### config.mk
export PLATFORM = sky130hd
export DESIGN_NAME = long_multiplication_v1_0
export DESIGN_NICKNAME = d
export VERILOG_FILES = /design/src/rtl/long_mul_pkg.sv /design/src/rtl/long_multiplication_v1_0_two_abs.sv /design/src/rtl/long_multiplication_v1_0.sv
export SDC_FILE = /design/constraint.sdc
export NUM_CORES = 1
export LEC_CHECK = 0
export CORE_ASPECT_RATIO = 1.5
export CORE_UTILIZATION = 31
export CTS_CLUSTER_DIAMETER = 40
export DETAILED_ROUTE_END_ITERATION = 6
export MAX_ROUTING_LAYER = met4
export SKIP_CTS_REPAIR_TIMING = 1
export SYNTH_ARGS = -nofsm -noshare
export SYNTH_HDL_FRONTEND = slang
export SYNTH_HIERARCHICAL = 1
export SYNTH_SLANG_ARGS = --single-unit
### constraint.sdc
create_clock -name aclk -period 2.72 [get_ports aclk]
set_input_delay 0.408 -clock aclk [delete_from_list [all_inputs] [get_ports aclk]]
set_output_delay 0.408 -clock aclk [all_outputs]
set_load 0.03 [all_outputs]
### src/rtl/long_mul_pkg.sv
// Shared constants for the shift-add multiply-accumulate block: FSM state
// encodings and default operand width.
package long_mul_pkg;

  localparam int DEFAULT_W     = 12;
  localparam int DEFAULT_IDX_W = $clog2(DEFAULT_W) + 1;

  localparam logic [2:0] S_IDLE  = 3'd0;
  localparam logic [2:0] S_ADD   = 3'd1;
  localparam logic [2:0] S_SHIFT = 3'd2;
  localparam logic [2:0] S_FIX   = 3'd3;
  localparam logic [2:0] S_DONE  = 3'd4;

endpackage

### src/rtl/long_multiplication_v1_0_two_abs.sv
// Two's complement magnitude/sign split for the signed build; the module only
// exists when LONG_MUL_SIGNED_EN is defined.
`ifdef LONG_MUL_SIGNED_EN
module two_abs #(
  parameter int width = 12
) (
  input  logic [width-1:0] value,
  output logic [width-1:0] magnitude,
  output logic             negative
);

  // The most negative input maps onto itself, which read unsigned is exactly its magnitude.
  assign negative  = value[width-1];
  assign magnitude = negative ? (~value + width'(1)) : value;

endmodule
`endif

### src/rtl/long_multiplication_v1_0.sv
// Sequential shift-add multiply-accumulate: product = multiplicand*multiplier + addend,
// one multiplier bit per two clocks. Define LONG_MUL_SIGNED_EN for two's complement operands.
module long_multiplication_v1_0
  import long_mul_pkg::*;
#(
  parameter int inout_width = DEFAULT_W
) (
  input  logic                     aclk,
  input  logic                     resetn,
  input  logic [inout_width-1:0]   multiplicand,
  input  logic [inout_width-1:0]   multiplier,
  input  logic [inout_width-1:0]   addend,
  input  logic                     data_valid,
  output logic [2*inout_width-1:0] product,
  output logic [inout_width-1:0]   result,
  output logic                     overflow,
  output logic                     data_ready,
  output logic                     busy
);

  localparam int W     = inout_width;
  localparam int IDX_W = $clog2(W) + 1;
  localparam logic [IDX_W-1:0] LAST_IDX = IDX_W'(W - 1);

  logic [2:0]       state, state_nxt;
  logic [2*W-1:0]   acc;
  logic [2*W-1:0]   mcand;
  logic [W-1:0]     b_reg;
  logic [W-1:0]     b_shr;
  logic [IDX_W-1:0] index;
  logic [W-1:0]     a_load;
  logic [W-1:0]     b_load;
  logic [2*W-1:0]   acc_load;
  logic             acc_overflow;

  logic idle_en, accept_en, add_en, shift_en, done_en;

`ifdef LONG_MUL_SIGNED_EN
  logic [W-1:0] a_mag, b_mag, c_reg;
  logic         a_neg, b_neg, sign_reg, fix_en;

  two_abs #(.width(W)) u_abs_a (.value(multiplicand), .magnitude(a_mag), .negative(a_neg));
  two_abs #(.width(W)) u_abs_b (.value(multiplier),   .magnitude(b_mag), .negative(b_neg));

  // Magnitudes are multiplied; the sign and the addend are applied in FIX.
  assign a_load       = a_mag;
  assign b_load       = b_mag;
  assign acc_load     = '0;
  assign acc_overflow = (acc != {{W{acc[W-1]}}, acc[W-1:0]});
`else
  assign a_load       = multiplicand;
  assign b_load       = multiplier;
  assign acc_load     = {{W{1'b0}}, addend};
  assign acc_overflow = (acc[2*W-1:W] != '0);
`endif

  assign b_shr = b_reg >> index;

  // NOTE: sequential state uses non-blocking assignments so every flop samples
  // pre-edge values regardless of process ordering.
  always_ff @(posedge aclk) begin
    if (!resetn) state <= S_IDLE;
    else         state <= state_nxt;
  end

  always_comb begin
    state_nxt = state;
    case (state)
      S_IDLE:  if (data_valid) state_nxt = S_ADD;
      S_ADD:   state_nxt = S_SHIFT;
      S_SHIFT: begin
        if (index == LAST_IDX) begin
`ifdef LONG_MUL_SIGNED_EN
          state_nxt = S_FIX;
`else
          state_nxt = S_DONE;
`endif
        end else begin
          state_nxt = S_ADD;
        end
      end
`ifdef LONG_MUL_SIGNED_EN
      S_FIX:   state_nxt = S_DONE;
`endif
      S_DONE:  state_nxt = S_IDLE;
      default: state_nxt = S_IDLE;
    endcase
  end

  // NOTE: every strobe gets a default before the case so no latch is inferred.
  always_comb begin
    idle_en   = 1'b0;
    accept_en = 1'b0;
    add_en    = 1'b0;
    shift_en  = 1'b0;
    done_en   = 1'b0;
`ifdef LONG_MUL_SIGNED_EN
    fix_en    = 1'b0;
`endif
    case (state)
      S_IDLE: begin
        idle_en   = 1'b1;
        accept_en = data_valid;
      end
      S_ADD:   add_en   = 1'b1;
      S_SHIFT: shift_en = 1'b1;
`ifdef LONG_MUL_SIGNED_EN
      S_FIX:   fix_en   = 1'b1;
`endif
      S_DONE:  done_en  = 1'b1;
      default: ;
    endcase
  end

  always_ff @(posedge aclk) begin
    if (!resetn) begin
      acc        <= '0;
      mcand      <= '0;
      b_reg      <= '0;
      index      <= '0;
      product    <= '0;
      result     <= '0;
      overflow   <= 1'b0;
      data_ready <= 1'b0;
      busy       <= 1'b0;
`ifdef LONG_MUL_SIGNED_EN
      c_reg      <= '0;
      sign_reg   <= 1'b0;
`endif
    end else begin
      if (idle_en) data_ready <= 1'b0;

      if (accept_en) begin
        acc   <= acc_load;
        mcand <= {{W{1'b0}}, a_load};
        b_reg <= b_load;
        index <= '0;
        busy  <= 1'b1;
`ifdef LONG_MUL_SIGNED_EN
        c_reg    <= addend;
        sign_reg <= a_neg ^ b_neg;
`endif
      end

      // Partial products fit in 2W bits, so the add never carries out.
      if (add_en && b_shr[0]) acc <= acc + mcand;

      if (shift_en) begin
        mcand <= mcand << 1;
        index <= index + IDX_W'(1);
      end

`ifdef LONG_MUL_SIGNED_EN
      if (fix_en) acc <= (sign_reg ? -acc : acc) + {{W{c_reg[W-1]}}, c_reg};
`endif

      if (done_en) begin
        product    <= acc;
        result     <= acc[W-1:0];
        overflow   <= acc_overflow;
        data_ready <= 1'b1;
        busy       <= 1'b0;
      end
    end
  end

endmodule

After elaboration in Yosys (flattened, before gate mapping)
Cells that the tools add are included.

Word-level logic and storage cells: 44. Bits in registers: 107.

Reductions and logical operators: 8. Eq/ne operators: 5. Bitwise logic cells: 1. Add/subtract/negate cells: 2. Shifts and indexed selects: 1. Multiplexer cells: 16.

Operator list (count): two-way mux 24 bit (4); adder 24 bit (1); nonzero test 12 bit (1); >> shifter 12 x 5 -> 1 bit (1); two-way mux 5 bit (2); case mux 3 bit (3 select lines) (1); two-way mux 1 bit (7); two-way mux 3 bit (2); nonzero test 2 bit (3); adder 5 x 1 -> 5 bit, second input constant (1); == test 5 x 4 -> 1 bit, second input constant (1); OR reduction 2 bit (2); == test 3 x 1 -> 1 bit, second input constant (1); == test 3 x 2 -> 1 bit, second input constant (1); == test 3 bit, second input constant (1); zero test 3 bit (1); inequality test 2 bit, second input constant (1); logical AND 1 bit (1); inverter 1 bit (1).

Logic depth before layout (Yosys ltp)
Depth after elaboration: 4. Mapped depth: 11.

Worst setup path before layout
Ideal clock, no wire load.

Path type: flip-flop to flip-flop. Start point: register acc[0]. End point: register acc[18]. Stages on the path, launching flop included: 12. Setup slack: 479 ps. Arrival time: 2124 ps. Buffers on the path: 0. Required time: 2603 ps. Cell sequence: dfxtp_1 > ha_1 > inv_1 > fa_1 > nand2b_1 > a21oi_1 > o21ai_1 > a21oi_1 > a21boi_1 > o21bai_1 > xor2_1 > a22o_1.

Longest elaborated chain between the ends: 2.

Ends and longest elaborated chain: start, declared (RTL line long_multiplication_v1_0.sv:26) `logic [2*W-1:0] acc;`; start signal, assigned (RTL line long_multiplication_v1_0.sv:134) `acc <= acc_load;`; start signal, assigned (RTL line long_multiplication_v1_0.sv:146) `if (add_en && b_shr[0]) acc <= acc + mcand;`; adder 24 bit (RTL line long_multiplication_v1_0.sv:146); two-way mux 24 bit (RTL line long_multiplication_v1_0.sv:146).

No other way between the ends. A chain may end at the register's enable or synchronous reset.

Worst setup path after layout
Ends and elaborated chain as after synthesis.

==> results.json <==
{
  "switching_power_uw": 703.1,
  "seqPwrFrac_pct": 50.5,
  "path_max_fanout": 4,
  "synth_area_leaders": "dfxtp_1, nand2_1, a21oi_1, ha_1, a22o_1",
  "slowest_stage": "fa_1",
  "drtPass1Iterations": 4,
  "grt_util_met2_pct": 28.29,
  "total_power_uw": 2914,
  "die_w_um": 102.7,
  "fmax_mhz": 392.9,
  "synth-seq-cells": 95,
  "mostFrequentLayoutCells": "nand2_1, dfxtp_1, a21oi_1, clkdlybuf4s50_1, nor2_1",
  "netlist.top_cell.by_area": "dfxtp_1",
  "numClockSinks": 95,
  "rows": 54,
  "ant_nets": 0,
  "fin_nets": 692,
  "clockBufferDepth": 2,
  "critPathLaunch": "acc[0]",
  "clk_latency_ns": 0.34,
  "drt_iter0_markers": 179,
  "synth.distinct_cells": 51,
  "netlist_area_sq_um": 4720,
  "comb_power_share_pct": 11.2,
  "syn_inst": 572,
  "async_flop_share_pct": 0,
  "setup_tns_ns": 0,
  "switching_share_pct": 24.13,
  "wire_per_inst_um": 14.49,
  "grtUsageMet1_pct": 17.62,
  "crit_buf_inv": 1,
  "syn_area_per_cell_sq_um": 8.251,
  "overflow": 0,
  "ys.warnings.count": 6,
  "diodes": 0,
  "cts_made_buffers": 9,
  "layout_commonest_cell": "nand2_1",
  "num_vias": 4203,
  "crit_family": "compound AO/OA/AOI/OAI gates",
  "start_kind": "flip-flop",
  "die_area_sq_um": 15730,
  "synth_seq_area_share_pct": 40.30,
  "cts-htree-levels": 3,
  "rr_startpoint": "acc[0]",
  "io_pins": 78,
  "worstMarginPinSlew_ns": 1.049,
  "hold_viol_final": 0,
  "synthFlopType": "dfxtp_1",
  "holdCritStartpoint": "b_reg[3]",
  "met3_usage_pct": 2.378,
  "track_usage_pct": 16.21,
  "antenna_found_initial": 0,
  "synth_fp_nets": 636,
  "status": "completed",
  "area_growth_pct": 24.07,
  "power.density_nw_per_um2": 497.6,
  "grt_max_degree": 69,
  "fin_skew_ns": 0.006720,
  "coreArea_sq_um": 14730,
  "cts_tree": "yes",
  "setup_viol": 0,
  "drive_gt1_share_pct": 4.921,
  "port-buffer-count": 77,
  "grt_pass1_vias": 4063,
  "power_frac_clock_pct": 38.3,
  "clk_pin_slew_ns": 0.06,
  "routed_via_density": 5.088,
  "gp_congestion": 0.8894,
  "hp-class": "reg2reg",
  "hpwl_um": 9032,
  "start_util_pct": 32.04,
  "synth_edf_count": 0,
  "cp.required_ns": 2.95,
  "final_max_slew_viol_count": 0,
  "cpPeakStageDelay_ns": 0.40,
  "grt_pass1_wl_um": 19420,
  "ir_drop_mv": 0.2610,
  "top_usage_layer": "met2",
  "cts_root_buf": "clkbuf_16",
  "path_class": "reg2reg",
  "route.detailed.drc": 0,
  "p_int_uw": 2211,
  "maxSlewHeadroom_pct": 29.84,
  "routed_wl_um": 11970,
  "layout_min_cycle_time_ns": 2.545,
  "arrival_ns": 2.77,
  "rsz0062_at_grt": "no",
  "synth.top_cell.area_share_pct": 40.30,
  "leakage_uw": 0.002187,
  "crit_path_end_kind": "flip-flop",
  "cp_cell_sequence": "ha_1 -> inv_1 -> fa_1 -> nand2b_1 -> a21oi_1 -> o21ai_1 -> a21oi_2 -> a21boi_1 -> o21bai_1 -> xor2_1 -> a22o_1",
  "finalCritPeriodShare_pct": 93.57,
  "dieHeight_um": 153.1,
  "cap_violations": 0,
  "top_regs": "acc: 24 flops, mcand: 24 flops, product: 24 flops"
}
-- tightest hold or removal path, cell delays in order (launching register included) --
cell	delay [ns]
dfxtp_1	0.31
nand2_1	0.05
a21oi_1	0.05
-- final cells by class --
| class | count | area, sq um |
|---|---|---|
| multi-input cells | 427 | 2575 |
| repair buffers | 88 | 853.3 |
| well taps | 196 | 245.2 |
| clock inverters | 1 | 7.507 |
| flip-flops and latches | 95 | 1902 |
| inverters | 7 | 26.28 |
| clock buffers | 12 | 246.5 |
| fillers | 1577 | 8874 |
-- synthesized netlist by cell type, types with 2 or more instances --
cell      count
a211o_1       2
a211oi_1      2
a21o_1        4
a21oi_1      79
a22o_1       23
a22oi_1      11
a311oi_1      9
a31oi_1       5
and2_1        4
and3_1        2
buf_2         4
buf_4        12
buf_6         2
clkbuf_1     25
dfxtp_1      95
ha_1         24
inv_1         6
mux2i_1       3
nand2_1     126
nand2b_1      2
nand3_1       6
nand3b_1      3
nand4_1       5
nor2_1       37
nor2b_1       3
nor3_1        7
nor3b_1       4
nor4_1        4
o211ai_1      4
o21a_1        3
o21ai_0      14
o21ai_1       3
o21bai_1      2
xnor2_1      12
xor2_1        9
-- routing by layer --
layer	up-vias	wire length, um
met1	1995	4929
met4	0	395
li1	2117	-
met5	-	0
met3	22	260
met2	69	6381
-- final timing paths --
path	slack, ns	depth (start not counted)	endpoint
worst max-delay path	0.17	11	acc[18]
worst min-delay path	0.45	2	b_reg[3]
worst max register to register	0.17	11	acc[18]
worst min register to register	0.45	2	b_reg[3]
-- power groups by stage --
| stage | Sequential, uW | Clock [uW] | Combinational (uW) |
|---|---|---|---|
| floorplan | 1490 | 0 | 213 |
| global placement | 1500 | 0 | 326 |
| detailed placement | 1500 | 0 | 328 |
| CTS | 1470 | 1150 | 331 |
| global route | 1470 | 1210 | 362 |
| finish | 1470 | 1120 | 328 |
-- through the flow --
stage	cells	util, %	hold slack, ns	instance area (sq um)	worst slack (ns)
final	826	39.76	0.4530	5856	0.1750
after floorplan	572	-	0.4329	4720	0.4790
after detailed placement	813	38.01	0.4456	5598	0.08808
after global routing	826	39.76	0.4747	5856	0.01281
after global placement	813	38.01	0.4404	5598	0.1349
after CTS	826	39.73	0.4543	5852	0.05326
-- cells by family (layout without fill, tap and decap cells) --
logic type      after synthesis  in the layout  synth area share (%)
mux                           5              5                 1.352
simple gates                206            206                 18.77
xor+xnor                     21             21                 3.897
flops                        95             95                 40.30
buf+inv                      50            108                 5.355
fa+ha+maj                    25             25                 6.787
compound gates              170            170                 23.54
Note: power is estimated with default switching activity, not from simulation.
